--- config.mk ---
export PLATFORM = sky130hd
export DESIGN_NAME = pop_expand
export DESIGN_NICKNAME = d
export VERILOG_FILES = /design/src/rtl/pop_expand.sv
export SDC_FILE = /design/constraint.sdc
export NUM_CORES = 1
export LEC_CHECK = 0
export CORE_ASPECT_RATIO = 1.1
export CORE_MARGIN = 3
export CORE_UTILIZATION = 44
export CTS_CLUSTER_SIZE = 24
export DETAILED_ROUTE_END_ITERATION = 10
export MAX_ROUTING_LAYER = met4
export PLACE_DENSITY = 0.75
export SETUP_SLACK_MARGIN = 0.02
export SLEW_MARGIN = 15
export SYNTH_ARGS = -nofsm -noshare
export SYNTH_HDL_FRONTEND = slang
export SYNTH_SLANG_ARGS = --single-unit
--- constraint.sdc ---
create_clock -name clk -period 1.8 [get_ports clk]
set_input_delay 0.36 -clock clk [delete_from_list [all_inputs] [get_ports clk]]
set_output_delay 0.36 -clock clk [all_outputs]
set_load 0.05 [all_outputs]
--- src/rtl/pop_expand.sv ---
// Count-to-thermometer serialiser: an accepted count k becomes a W-bit frame
// with bits 0..k-1 set, sent LSB first. Optional macro: POP_EXPAND_CLAMP_EN.
module pop_expand #(
  parameter int W = 16,
  localparam int CW = $clog2(W) + 1
) (
  input  logic          clk,
  input  logic          rst_n,
  input  logic          in_valid,
  input  logic [CW-1:0] in_count,
  output logic          in_ready,
  output logic          out_valid,
  output logic          out_bit,
  output logic          out_last,
  input  logic          out_ready,
  output logic          err,
  output logic [7:0]    frames
);

  typedef enum logic {IDLE, SHIFT} state_t;

  state_t        state_reg, state_next;
  logic [CW-1:0] idx_reg, idx_next;
  logic [CW-1:0] k_reg, k_next;
  logic [7:0]    frames_reg, frames_next;
  logic          err_reg, err_next;
  logic          armed_reg;

  logic          fire;
  logic          accept;
  logic          too_big;
  logic          reject;
  logic [CW-1:0] load_k;

  assign out_valid = (state_reg == SHIFT);
  assign out_bit   = out_valid && (idx_reg < k_reg);
  assign out_last  = out_valid && (idx_reg == CW'(W - 1));
  assign fire      = out_valid && out_ready;
  assign in_ready  = (state_reg == IDLE) || (fire && out_last);
  // armed_reg blocks acceptance on the edge that coincides with reset release
  assign accept    = in_valid && in_ready && armed_reg;
  assign too_big   = (in_count > CW'(W));
  assign err       = err_reg;
  assign frames    = frames_reg;

`ifdef POP_EXPAND_CLAMP_EN
  assign load_k = too_big ? CW'(W) : in_count;
  assign reject = 1'b0;
`else
  assign load_k = in_count;
  assign reject = too_big;
`endif

  always_ff @(posedge clk or negedge rst_n) begin
    if (!rst_n) begin
      state_reg  <= IDLE;
      idx_reg    <= '0;
      k_reg      <= '0;
      frames_reg <= '0;
      err_reg    <= 1'b0;
      armed_reg  <= 1'b0;
    end else begin
      state_reg  <= state_next;
      idx_reg    <= idx_next;
      k_reg      <= k_next;
      frames_reg <= frames_next;
      err_reg    <= err_next;
      armed_reg  <= 1'b1;
    end
  end

  always_comb begin
    state_next  = state_reg;
    idx_next    = idx_reg;
    k_next      = k_reg;
    frames_next = frames_reg;
    err_next    = 1'b0;

    if (fire) begin
      if (out_last) begin
        frames_next = frames_reg + 8'd1;
        state_next  = IDLE;
      end else begin
        idx_next = idx_reg + CW'(1);
      end
    end

    // a same-cycle accept overrides the return to IDLE, giving back-to-back frames
    if (accept) begin
      if (reject) begin
        err_next = 1'b1;
      end else begin
        k_next     = load_k;
        idx_next   = '0;
        state_next = SHIFT;
      end
    end
  end

endmodule

## Word-level counts from Yosys, hierarchy flattened

Index checks and enable logic that the tools add are counted.

- Register bits after elaboration: 21
- Word-level logic and storage cells: 32

- $add $sub $neg: 2
- Magnitude comparators: 2
- Equality and inequality tests: 1
- Mux-type cells: 10
- Bitwise operators: 2
- Reductions and logical operators: 9

Operators with widths:

| cell | number |
|---|---|
| 5-bit 2-to-1 mux | 4 |
| 8-bit by 1-bit adder with 8-bit output, second input constant | 1 |
| 1-bit logical AND | 6 |
| 1-bit 2-to-1 mux | 6 |
| 5-bit by 1-bit adder with 5-bit output, second input constant | 1 |
| 5-bit by 4-bit == test with 1-bit output, second input constant | 1 |
| 5-bit > comparator, second input constant | 1 |
| 5-bit < comparator | 1 |
| 2-bit AND reduction | 2 |
| 1-bit NOT | 2 |
| 1-bit logical OR | 1 |

## Depth between registers and ports, before layout

Gate-level depths: netlist (run 1).

- Word-level depth: 7
- Gate-level depth with buffers: 7
- Depth with buffers taken out: 6

## Worst setup path after synthesis (run 1)

OpenSTA, ideal clock, no wires.

- Kind: flip-flop to flip-flop
- Start: register idx_reg[0]
- End: register k_reg[0]
- Setup time: 125 ps
- Data arrival time: 1975 ps
- Required time: 1675 ps
- Slack: -300 ps
- Cell stages (with the launch flop): 8
- Buffers on the path: 1
- Period minus slack after synthesis: 2100 ps
- Path through: dfrtp_1 ha_1 and3_1 ha_1 a21bo_2 and4_1 buf_6 mux2_4

- Cells in the longest elaborated chain, start to end: 7

Ends and longest elaborated chain:

| item | line | source |
|---|---|---|
| start, declared | 23 | `logic [CW-1:0] idx_reg, idx_next;` |
| start signal, assigned | 64 | `idx_reg <= idx_next;` |
| 5-bit by 4-bit == test with 1-bit output | 37 | `assign out_last = out_valid && (idx_reg == CW'(W - 1));` |
| 1-bit logical AND | 37 |  |
| 1-bit logical AND | 39 | `assign in_ready = (state_reg == IDLE) \|\| (fire && out_last);` |
| 1-bit logical OR | 39 |  |
| via in_ready | 11 | `output logic in_ready,` |
| 1-bit logical AND (2 in series) | 41 | `assign accept = in_valid && in_ready && armed_reg;` |
| 2-bit AND reduction (no line) | -- |  |
| end signal, assigned | 65 | `k_reg <= k_next;` |
| end, declared | 24 | `logic [CW-1:0] k_reg, k_next;` |

The timed path passes the listed nets, and every way through them passes these cells.
A chain may end at the register's enable or synchronous reset.

## Final worst setup path (run 1)

- Start: register idx_reg[0]
- End: output in_ready

- Cells in the longest elaborated chain, start to end: 4

Ends and longest elaborated chain:

| item | line |
|---|---|
| 5-bit by 4-bit == test with 1-bit output | 37 |
| 1-bit logical AND | 37 |
| 1-bit logical AND | 39 |
| 1-bit logical OR | 39 |
| end, declared | 11 |

Every way passes these cells.

==> impl_metrics.toml, run 1 <==
[setup_path]
reg2reg_from = "idx_reg[0]"
crit_path_start_kind = "register"
rrSetupSlack_ns = -0.08
cp_data_required_time_ns = 1.44
timing.critical_path.to = "in_ready"
r2r_cells = 7
critPathMaxFanout = 3
critical_path_class = "register to primary output"
worst_r2r_endpoint = "idx_reg[3]"
endpoint_kind = "primary output"
crit_arrival_ns = 1.73
critical_path.startpoint = "idx_reg[0]"

[timing]
setup-violations-final = 11
final_layout_setup_total_negative_slack_ns = -1.09
final_period_demand_of_the_worst_path_ns = 2.09
fmaxAchievable_mhz = 479
slack_of_the_critical_path_ns = -0.288
report.final.hold_viol_count = 0
fin_crit_sh = 1.16
grt_setup_unrepaired = "yes"
finalClockSkew_ns = 0.00590
final-max-slew-violation-count = 0

[finish]
layout.nets = 142
largest_register_ff_count = 8
finish.cell_count_without_fillers = 153
fillCellCount = 166
finalInstanceArea_sq_um = 1480
post_route_cells_drive_above_1_share = 0.384
flow.area_growth_from_synthesis_pct = 42.3
antenna_cells = 0

[route]
avgRoutedWirePerCell_um = 14.6
antenna_violating_nets_post_route = 0
drc_errors = 0
routed_via_density = 5.16
route.vias.total = 789
wl_um = 2230
detail_route.iter0.violations = 5
drt_pre_antenna_iters = 4

[placed_design]
dpl_cell_area_sq_um = 1380
dp.final_hpwl_um = 1670
place.detailed.instances = 147
global_placement_routability_congestion = 0.782
io_buffers = 21

[die]
die_w_um = 52.3
floorplan.initialDensity = 0.488
core_area_sq_um = 2130
die_y_um = 57.0
boundaryPins = 22
die-area_sq_um = 2980
core.rowCount = 17

[run_status]
violations = "setup timing"
status = "complete, but fails checks"

[synth]
synth.yosys.seq_area_share = 0.506
synth_top_cells_by_count = "dfrtp_1 (21), ha_1 (7), inv_1 (6), nand3_1 (6), xor2_1 (6)"
yosys.cell_count.top_type = "dfrtp_1"
synth_largest_area_cell = "dfrtp_1"
synth_edf_count = 0
synth_cells = 89
asyncSetResetFlopFracSynth = 1.00
synthesis.area_sq_um = 1040
synth.yosys.warnings = 0
synth_flop_cell = "dfrtp_1"
postSynthAreaPerCell_sq_um = 11.7
synthDominantCellAreaShare = 0.506
synth_cell_types = 31
syn_nets = 105
postSynthRegisterBits = 21
area_contributors_post_synth = "dfrtp_1 (51%), ha_1 (8.4%), mux2_4 (5.8%)"

[clock_tree]
clk_latency_ns = 0.30
htree_num_levels = 1
clk_pin_slew_worst_paths_ns = 0.12
cts_root_buf = "clkbuf_4"
cts_made_buffers = 3
cts_tree = "yes"
cts_max_path_buffers = 2
cts_num_sinks = 21

[grt]
use_met2 = 0.257
grt_busiest_layer = "met2"
grt_max_degree = 22
antenna_violations_before_repair = 0
global_route.usage.met3 = 0.0444
number_of_global_route_vias_before_repair = 792
total_global_routing_overflow = 0
grt_util_met1 = 0.200
wire_length_of_the_first_global_routing_pass_um = 3570
track_usage = 0.173

[power_and_ir_drop]
power_per_cell_area_nw_per_um2 = 1490
irDropWorstVdd_v = 0.00122
power_leakage_nw = 0.706
p_total_mw = 2.20

[min_path]
hold_path_class = "primary input to asynchronous set/reset pin"

[flow_run]
timing.max_cap.violations = 0
## kinds of logic (layout without fill, tap and decap cells)
family / count (synthesis) / in the layout / share of synthesized area
AND/OR/NAND/NOR: 29 / 29 / 0.152
flip-flops: 21 / 21 / 0.506
AO/OA/AOI/OAI: 9 / 9 / 0.0675
XOR/XNOR: 9 / 9 / 0.0759
adder cells (fa/ha/maj): 7 / 7 / 0.0843
buffers and inverters: 7 / 43 / 0.0325
multiplexers: 6 / 6 / 0.0783
other: 1 / 1 / 0.00361
## area by class of cell
cell class,count,area [sq um],area share
multi-input combinational,61,556,0.376
clock buffer,4,26.3,0.0178
inverter,6,22.5,0.0152
timing repair buffer,33,313,0.212
sequential,21,526,0.356
tap,28,35.0,0.0237
## per-stage QoR
stage / hold slack (ns) / setup slack, ns / utilization
5_1_grt: 0.391 / -0.342 / 0.695
4_1_cts: 0.398 / -0.296 / 0.679
3_3_place_gp: 0.456 / -0.217 / 0.648
3_5_place_dp: 0.469 / -0.334 / 0.648
2_1_floorplan: 0.0644 / -0.113 / -
6_report: 0.387 / -0.288 / 0.695
## cells in the final DEF (no fill, tap or decap), types with 2 or more instances in the layout
cell type,n
inv_1,6
nand3_1,5
xor2_1,6
nor2_1,5
clkdlybuf4s50_1,8
buf_4,20
nand4_1,2
xnor2_1,3
ha_4,2
ha_1,4
buf_6,2
buf_12,3
dfrtp_1,21
nand2_1,4
clkbuf_4,3
mux2_4,4
## how the worst min path moves through the flow
| stage | from | endpoint | slack [ns] | cells after the start |
|---|---|---|---|---|
| after floorplan | rst_n | armed_reg | 0.06 | 0 |
| after global placement | frames[7] | frames[7] | 0.46 | 1 |
| after detailed placement | frames[7] | frames[7] | 0.47 | 1 |
| after CTS | rst_n | idx_reg[3] | 0.40 | 2 |
| after global routing | rst_n | idx_reg[3] | 0.39 | 2 |
| final | rst_n | idx_reg[3] | 0.39 | 2 |
## what timing repair did
| action | 4_1_cts | 5_1_grt |
|---|---|---|
| cloned | 0 | 0 |
| hold buffers | 0 | 0 |
| gates resized for setup | 5 | 7 |
| endpoints found under the setup margin | 8 | 17 |
| buffers inserted | 2 | 1 |
| pin swaps | 5 | 6 |
## worst max-delay path, cell delays in order, from the launching register on
cell     delay [ns]
dfrtp_1        0.42
ha_2           0.19
and3_4         0.18
ha_4           0.16
a21bo_4        0.21
buf_6          0.12
buf_12         0.14
## power by group
group,internal [mW],switching (mW),total (mW)
clock network,0.0865,0.140,0.227
logic,0.633,0.593,1.23
registers,0.609,0.138,0.747
## layer usage
metal | up-vias | routed length [um]
met5 | - | 0
met4 | 0 | 91
li1 | 384 | -
met3 | 8 | 53
met1 | 379 | 983
met2 | 18 | 1110
(Power assumes the default switching activity.)
==> run 2: changes to the inputs <==
SETUP_SLACK_MARGIN = default   (was 0.02)
==> results of run 2 <==
Final layout, timing and power as in run 1 (identical DEF).
